`config.mk`:
```
export PLATFORM = sky130hd
export DESIGN_NAME = chip_rom_uart_dumper_flat
export DESIGN_NICKNAME = d
export VERILOG_FILES = /design/src/rtl/chip_rom_uart_dumper_if.sv /design/src/rtl/chip_rom_uart_dumper.sv /design/src/flat_wrapper.sv
export SDC_FILE = /design/constraint.sdc
export NUM_CORES = 1
export LEC_CHECK = 0
export CORE_ASPECT_RATIO = 0.6
export CORE_UTILIZATION = 58
export CTS_BUF_LIST = sky130_fd_sc_hd__clkbuf_4
export CTS_CLUSTER_SIZE = 12
export DETAILED_ROUTE_END_ITERATION = 10
export MAX_ROUTING_LAYER = met4
export PLACE_DENSITY = 0.82
export SLEW_MARGIN = 25
export SYNTH_ARGS = -nofsm -noshare
export SYNTH_HDL_FRONTEND = slang
export SYNTH_SLANG_ARGS = --single-unit
```
`constraint.sdc`:
```
create_clock -name clk -period 2.22 [get_ports clk]
set_input_delay 0.444 -clock clk [delete_from_list [all_inputs] [get_ports clk]]
set_output_delay 0.444 -clock clk [all_outputs]
set_load 0.05 [all_outputs]
```
`src/rtl/chip_rom_uart_dumper_if.sv`:
```
// ROM bus between the dumper (master: drives address) and the chip-ID ROM
// (slave: returns the byte combinationally in the same cycle).
interface chip_rom_uart_dumper_if;
  logic [7:0] rom_addr;
  logic [7:0] rom_data;

  modport master (output rom_addr, input rom_data);
  modport slave  (input rom_addr, output rom_data);
endinterface

```
`src/rtl/chip_rom_uart_dumper.sv`:
```
// Walks the chip-ID ROM from address 0 to LAST_ADDR and sends every byte out
// as an 8N1 UART frame. One FETCH cycle per byte captures the ROM data and
// doubles as a one-clock extension of the stop bit.
module chip_rom_uart_dumper #(
  parameter int unsigned CLKS_PER_BIT = 434,
  parameter int unsigned LAST_ADDR    = 255
) (
  input  logic                          clk,
  input  logic                          rst_n,
  input  logic                          ena,
  input  logic                          start,
  chip_rom_uart_dumper_if.master        rom,
  output logic                          uart_tx,
  output logic                          busy,
  output logic                          done
);

  localparam int unsigned     CntW     = (CLKS_PER_BIT > 1) ? $clog2(CLKS_PER_BIT) : 1;
  localparam logic [CntW-1:0] CntMax   = CntW'(CLKS_PER_BIT - 1);
  localparam logic [7:0]      LastAddr = 8'(LAST_ADDR);

  typedef enum logic [2:0] {StIdle, StFetch, StStart, StData, StStop} state_e;

  state_e          state_q;
  logic [CntW-1:0] baud_q;
  logic [2:0]      bit_q;
  logic [7:0]      shift_q;
  logic [7:0]      addr_q;
  logic            tx_q;
  logic            busy_q;
  logic            done_q;
  logic            bit_end;

  // Last clock of the current bit period.
  assign bit_end = (baud_q == CntMax);

  assign rom.rom_addr = addr_q;
  assign uart_tx      = tx_q;
  assign busy         = busy_q;
  assign done         = done_q;

  // Sequencer FSM with registered outputs; baud counter restarts on every state entry.
  always_ff @(posedge clk or negedge rst_n) begin
    if (!rst_n) begin
      state_q <= StIdle;
      baud_q  <= '0;
      bit_q   <= '0;
      shift_q <= '0;
      addr_q  <= '0;
      tx_q    <= 1'b1;
      busy_q  <= 1'b0;
      done_q  <= 1'b0;
    end else begin
      done_q <= 1'b0;
      if (state_q != StIdle && !ena) begin
        // Abort: truncate any partial frame, no done pulse.
        state_q <= StIdle;
        baud_q  <= '0;
        bit_q   <= '0;
        addr_q  <= '0;
        tx_q    <= 1'b1;
        busy_q  <= 1'b0;
      end else begin
        unique case (state_q)
          StIdle: begin
            tx_q   <= 1'b1;
            busy_q <= 1'b0;
            if (ena && start) begin
              addr_q  <= '0;
              busy_q  <= 1'b1;
              baud_q  <= '0;
              state_q <= StFetch;
            end
          end
          StFetch: begin
            shift_q <= rom.rom_data;
            tx_q    <= 1'b0;
            baud_q  <= '0;
            state_q <= StStart;
          end
          StStart: begin
            if (bit_end) begin
              baud_q  <= '0;
              bit_q   <= '0;
              tx_q    <= shift_q[0];
              state_q <= StData;
            end else begin
              baud_q <= baud_q + 1'b1;
            end
          end
          StData: begin
            if (bit_end) begin
              baud_q <= '0;
              if (bit_q == 3'd7) begin
                tx_q    <= 1'b1;
                state_q <= StStop;
              end else begin
                bit_q   <= bit_q + 3'd1;
                shift_q <= shift_q >> 1;
                tx_q    <= shift_q[1];
              end
            end else begin
              baud_q <= baud_q + 1'b1;
            end
          end
          StStop: begin
            if (bit_end) begin
              baud_q <= '0;
              if (addr_q == LastAddr) begin
                state_q <= StIdle;
                busy_q  <= 1'b0;
                done_q  <= 1'b1;
                addr_q  <= '0;
              end else begin
                addr_q  <= addr_q + 8'd1;
                state_q <= StFetch;
              end
            end else begin
              baud_q <= baud_q + 1'b1;
            end
          end
          default: state_q <= StIdle;
        endcase
      end
    end
  end

endmodule
```
`src/flat_wrapper.sv`:
```
// flat-port wrapper written by rule: the top's interface ports become plain ports
module chip_rom_uart_dumper_flat 
#(
  parameter int unsigned CLKS_PER_BIT = 434,
  parameter int unsigned LAST_ADDR    = 255
)
  (clk, rst_n, ena, start, uart_tx, busy, done, rom_rom_addr, rom_rom_data);
  chip_rom_uart_dumper_if rom_i ();
  input  logic clk;
  input  logic rst_n;
  input  logic ena;
  input  logic start;
  output logic uart_tx;
  output logic busy;
  output logic done;
  output wire logic [$bits(rom_i.rom_addr)-1:0] rom_rom_addr;
  input wire logic [$bits(rom_i.rom_data)-1:0] rom_rom_data;
  assign rom_rom_addr = rom_i.rom_addr;
  assign rom_i.rom_data = rom_rom_data;
  chip_rom_uart_dumper #(.CLKS_PER_BIT(CLKS_PER_BIT), .LAST_ADDR(LAST_ADDR)) u_core (.clk(clk), .rst_n(rst_n), .ena(ena), .start(start), .rom(rom_i), .uart_tx(uart_tx), .busy(busy), .done(done));
endmodule
```
==> results of run 1 <==
## per-layer routing
| layer | up-vias | routed length, um | GRT usage [%] |
|---|---|---|---|
| li1 | 802 | - | - |
| met1 | 806 | 2080 | 36.0 |
| met2 | 65 | 2000 | 40.5 |
| met3 | 7 | 327 | 7.10 |
| met4 | 0 | 56 | 10.2 |
| met5 | - | 0 | - |
## layout make-up
type / instances / area (sq um) / share of cell area [%]
Clock buffer: 7 / 52.6 / 2.17
Tap cell: 45 / 56.3 / 2.33
Multi-Input combinational cell: 146 / 1110 / 45.9
Inverter: 6 / 22.5 / 0.930
Sequential cell: 34 / 852 / 35.2
Clock inverter: 1 / 30.0 / 1.24
Timing Repair Buffer: 32 / 295 / 12.2
## registers in the layout, indices dropped and copies added, names as in the netlist
name / cells
u_core.baud_q: 9
u_core.rom.rom_addr: 8
u_core.shift_q: 8
u_core.bit_q: 3
u_core.state_q: 3
u_core.busy: 1
u_core.done: 1
u_core.uart_tx: 1
## power by group
part           switching, mW  internal (mW)  total [mW]
logic                  0.448          0.395       0.843
registers              0.131          0.766       0.897
clock network          0.213          0.263       0.477
## cell families after synthesis
logic type               share of synthesized area, %
XOR/XNOR                                         1.71
flip-flops                                       41.5
multiplexers                                     11.3
AND/OR/NAND/NOR                                  23.9
adder cells (fa/ha/maj)                          3.53
AO/OA/AOI/OAI                                    13.7
buffers and inverters                            4.38
## cell usage after synthesis, drive strengths merged (3+ instances only)
cell type  count  area share, %
a21oi          8            1.9
nand2         10            1.8
xnor2          3            1.3
nand3         11            2.7
inv            6            1.1
o21ai          7            1.9
mux2          18            9.9
a211o          4            1.7
dfrtp         33             40
nor2b          3           0.91
nand4          6            2.1
buf            4            1.2
ha             5            3.0
nand2b         3           0.91
and3           4            1.2
o211ai         3            1.1
o221ai         3            1.3
nor4           6            2.9
nor3           6            1.5
clkbuf         6            1.6
mux2i          3            1.5
nor2          12            3.0
## through the flow
stage / setup WS [ps] / power, mW
global route: 8.94 / 2.33
global placement: 126 / 1.68
CTS: 74.9 / 2.22
floorplan: 287 / 1.49
finish: 81.0 / 2.22
detailed placement: 32.7 / 1.74
## worst paths after layout
| check | startpoint | endpoint | slack [ps] | depth (start not counted) |
|---|---|---|---|---|
| worst min register to register | u_core.shift_q[7] | u_core.shift_q[7] | 510 | 1 |
| worst max register to register | u_core.baud_q[6] | u_core.uart_tx | 220 | 4 |
| max in group asynchronous | rst_n | u_core.uart_tx | 1380 | 2 |
| min in group clk | u_core.shift_q[7] | u_core.shift_q[7] | 510 | 1 |
| worst max-delay path | u_core.rom.rom_addr[3] | rom_rom_addr[3] | 80 | 1 |
| worst min-delay path | rst_n | u_core.done | 510 | 2 |
==> results.py, run 1 <==
metrics = {
    "worst_setup_path": {
        "startpoint_type": "flip-flop",
        "crit_type": "reg -> out",
        "critPathBufInv": 1,
        "cp_max_fo": 7,
        "critPathTopFamily": "buffers and inverters",
        "critPathMaxStageDelay_ps": 850,
        "crit_path_top_delay_cell": "clkdlybuf4s50_1",
        "cp_data_required_time_ps": 1780,
        "crit_chain": "clkdlybuf4s50_1",
        "crit_arrival_ps": 1700,
        "end_kind": "primary output",
    },
    "grt": {
        "gr-total-overflow": 0,
        "grt_pass1_wl_um": 7170,
        "grt_max_degree": 35,
        "antenna_found_initial": 0,
        "grt_pass1_vias": 1507,
        "grt_use_total_pct": 27.1,
    },
    "run": {
        "drv_cap": 0,
    },
    "yosys": {
        "ys_seq_elements": 34,
        "synth_seq_area_share_pct": 41.5,
        "synth_edf_count": 0,
        "ys.flop_type": "dfrtp_1",
        "syn_area_sq_um": 2050,
        "post_synth.cell_area_avg_sq_um": 10.4,
        "synthArstFlopShare_pct": 100,
        "synth-warning-count": 0,
        "synth_nets": 214,
        "syn_inst": 197,
        "ys_types": 57,
    },
    "sta": {
        "skew_ps": 10.6,
        "worst_pin_slew_ps": 553,
        "finalSetupTns_ps": 0,
        "timing.final.hold_violations": 0,
        "layout_min_cycle_time_ps": 2140,
        "slew_headroom_pct": 62.1,
        "slew_violations": 0,
        "setup_violations": 0,
        "fin_crit_sh_pct": 96.4,
        "fmax_mhz": 468,
        "hold_ws_ps": 507,
        "grt_setup_unrepaired": "false",
    },
    "die": {
        "die_w_um": 78.8,
        "fp.dieH_um": 48.1,
        "start_util_pct": 61.8,
        "pin_count": 23,
        "core_sq_um": 3320,
        "rows": 16,
        "dieArea_sq_um": 3790,
    },
    "finish": {
        "post-route-util_pct": 72.9,
        "final_common_cell": "dfrtp_1",
        "fillers": 256,
        "nNetsFinal": 242,
        "antenna_cells": 0,
        "drive_gt1_share_pct": 19.9,
        "area_growth_pct": 17.8,
        "finish.instance_area_sq_um": 2420,
        "final_cell_mix": "33 x dfrtp_1, 22 x clkdlybuf4s50_1, 18 x mux2_2, 11 x nand3_1, 11 x nor2_1",
        "layoutNonFillerInstCount": 271,
    },
    "placement": {
        "dp_hpwl_um": 3310,
        "io_buffers": 22,
        "dpl_cell_area_sq_um": 2340,
        "place_congestion": 0.911,
        "placed_cells": 263,
    },
    "routing": {
        "antenna_left": 0,
        "wire_per_inst_um": 16.5,
        "via_per_inst": 6.20,
        "wl_um": 4460,
        "drtPass1Iterations": 5,
        "vias": 1680,
        "drc": 0,
        "first_iter_violations": 126,
    },
    "pwr": {
        "ir_drop_mv": 0.651,
        "leakage_nw": 1.06,
        "pwr_density_cell_nw_per_um2": 916,
    },
    "cts": {
        "cts_sinks": 34,
        "cts_tree": "done",
        "clk_pin_slew_ps": 100,
        "clock_latency_ps": 350,
        "cts_setup_buffers": 0,
        "cts_resized": 0,
        "cts_buffer_depth": 2,
        "cts_buffers": 5,
        "cts_root_buf": "clkbuf_4",
        "htreeDepth": 2,
        "cts_hold_buf": 0,
    },
    "hold_path": {
        "holdCritPathClass": "in -> async",
    },
    "run_status": {
        "run_status": "finished clean",
    },
}
No activity file was read; power rests on OpenSTA's default activity.
==> inputs of run 2 (changes only) <==
--- a/config.mk
+++ b/config.mk
@@ -12,6 +12,7 @@
 export DETAILED_ROUTE_END_ITERATION = 10
 export MAX_ROUTING_LAYER = met4
 export PLACE_DENSITY = 0.82
+export SETUP_SLACK_MARGIN = 0.1
 export SLEW_MARGIN = 25
 export SYNTH_ARGS = -nofsm -noshare
 export SYNTH_HDL_FRONTEND = slang
==> results.py, run 2 (synthesized netlist as in run 1, its figures left out) <==
metrics = {
    "pwr": {
        "pwr_density_cell_nw_per_um2": 914,
        "pwr-share-comb_pct": 37.8,
        "ir_drop_mv": 0.653,
        "leakage_nw": 1.11,
        "p_int_mw": 1.42,
        "clkPwrFrac_pct": 21.7,
        "swShare_pct": 35.9,
        "p_sw_mw": 0.794,
        "p_seq_share_pct": 40.6,
    },
    "worst_setup_path": {
        "crit_arrival_ps": 1610,
        "crit_type": "reg -> out",
        "end_kind": "primary output",
        "cp_data_required_time_ps": 1780,
        "r2r.worst_path.cells": 4,
        "crit_path_top_delay_cell": "clkdlybuf4s50_1",
        "cp_max_fo": 5,
        "startpoint_type": "flip-flop",
        "critPathTopFamily": "buffers and inverters",
        "path_depth": 1,
        "critPathBufInv": 1,
        "crit_chain": "clkdlybuf4s50_1",
        "critPathMaxStageDelay_ps": 830,
    },
    "run": {
        "drv_cap": 0,
    },
    "die": {
        "core_sq_um": 3320,
        "dieArea_sq_um": 3790,
        "die_w_um": 78.8,
        "rows": 16,
        "fp.dieH_um": 48.1,
        "start_util_pct": 61.8,
        "pin_count": 23,
    },
    "finish": {
        "nNetsFinal": 242,
        "multi_input_area_sq_um": 1110,
        "final_cell_mix": "33 x dfrtp_1, 18 x mux2_2, 16 x clkdlybuf4s50_1, 11 x nand3_1, 11 x nor2_1",
        "fillers": 257,
        "top_register": "u_core.baud_q",
        "largest_reg_flops": 9,
        "final_common_cell": "dfrtp_1",
        "final-seq-area_sq_um": 852,
        "antenna_cells": 0,
        "area_growth_pct": 17.8,
        "drive_gt1_share_pct": 19.9,
    },
    "grt": {
        "grt_pass1_vias": 1507,
        "grt_use_total_pct": 27.1,
        "grt_max_degree": 35,
        "antenna_found_initial": 0,
        "gr-total-overflow": 0,
        "grt_pass1_wl_um": 7170,
    },
    "routing": {
        "first_iter_violations": 154,
        "vias": 1670,
        "drc": 0,
        "drtPass1Iterations": 4,
        "via_per_inst": 6.16,
        "antenna_left": 0,
        "wire_per_inst_um": 16.6,
        "wl_um": 4490,
    },
    "sta": {
        "layout_min_cycle_time_ps": 2060,
        "grt_setup_unrepaired": "false",
        "slew_headroom_pct": 61.7,
        "skew_ps": 10.7,
        "fin_crit_sh_pct": 92.7,
        "setup_violations": 0,
        "slew_violations": 0,
        "fmax_mhz": 486,
        "timing.final.hold_violations": 0,
        "finalSetupTns_ps": 0,
        "worst_pin_slew_ps": 560,
        "hold_ws_ps": 500,
    },
    "cts": {
        "clock_latency_ps": 350,
        "cts_sinks": 34,
        "cts_buffers": 5,
        "cts_root_buf": "clkbuf_4",
        "clk_pin_slew_ps": 110,
        "cts_hold_buf": 0,
        "cts_tree": "done",
        "cts_setup_buffers": 0,
        "htreeDepth": 2,
        "cts_buffer_depth": 2,
    },
    "run_status": {
        "run_status": "finished clean",
    },
    "placement": {
        "io_buffers": 22,
        "dp_hpwl_um": 3310,
        "place_congestion": 0.911,
    },
    "hold_path": {
        "holdCritPathClass": "in -> async",
    },
}
## run 2: cell count changes in the layout (fill, tap and decap cells not counted)
cell             before  now
dlygate4sd2_1         0    4
clkdlybuf4s50_1      22   16
dlymetal6s2s_1        0    2
## run 2: area by class of cell
cell class	instances	area share, %
Sequential cell	34	35.2
Multi-Input combinational cell	146	45.9
Clock buffer	7	2.17
Timing Repair Buffer	32	12.2
Clock inverter	1	1.24
Inverter	6	0.930
Tap cell	45	2.33
## run 2: per-layer routing
layer | wire length, um | up-vias | GRT usage [%] | share of wire, %
met2 | 2010 | 58 | 40.5 | 45
met4 | 56 | 0 | 10.2 | 1.2
li1 | - | 803 | - | -
met1 | 2140 | 802 | 36.0 | 48
met3 | 289 | 7 | 7.10 | 6.4
met5 | 0 | - | - | 0
## run 2: metrics by stage
| stage | cells | worst slack, ps | utilization [%] | cell area, sq um | power (mW) |
|---|---|---|---|---|---|
| floorplan | 197 | 287 | - | 2050 | 1.49 |
| global route | 271 | 107 | 72.9 | 2420 | 2.32 |
| CTS | 271 | 116 | 72.7 | 2420 | 2.21 |
| detailed placement | 263 | 32.7 | 70.4 | 2340 | 1.74 |
| global placement | 263 | 126 | 70.4 | 2340 | 1.68 |
| finish | 271 | 163 | 72.9 | 2420 | 2.21 |
## run 2: worst paths after layout
path | startpoint | endpoint | slack (ps)
setup reg to reg | u_core.baud_q[6] | u_core.uart_tx | 220
hold reg to reg | u_core.shift_q[7] | u_core.shift_q[7] | 510
min in group clk | u_core.shift_q[7] | u_core.shift_q[7] | 510
hold / removal | rst_n | u_core.done | 500
setup / recovery | u_core.rom.rom_addr[5] | rom_rom_addr[5] | 160
max in group asynchronous | rst_n | u_core.uart_tx | 1390
## run 2: what timing repair did
item | CTS | global route
resized for setup | 4 | 2
endpoints found under the setup margin | 4 | 2
endpoints found under the hold margin | 0 | 0
cloned | 0 | 0
pin swaps | 0 | 0
## run 2: power by group through the flow
stage,Combinational [mW],Sequential (mW),Clock [mW]
after floorplan,0.594,0.899,0
after detailed placement,0.837,0.903,0
final,0.835,0.897,0.479
after global routing,0.901,0.916,0.506
after CTS,0.836,0.892,0.482
after global placement,0.794,0.889,0
==> inputs of run 3 (changes only) <==
==> constraint.sdc (replaced) <==
create_clock -name clk -period 2.22 [get_ports clk]
set_input_delay 0.444 -clock clk [delete_from_list [all_inputs] [get_ports clk]]
set_output_delay 0.444 -clock clk [all_outputs]
set_load 0.005 [all_outputs]
==> results of run 3 <==
The final DEF is identical to that of run 1. Status: finished clean.
Main changes from that run: setup slack after layout 81.0 ps -> 223 ps; start point of the critical path u_core.rom.rom_addr[3] -> u_core.baud_q[6]; end point of the critical path rom_rom_addr[3] -> u_core.uart_tx; total power 2.22 mW -> 2.17 mW
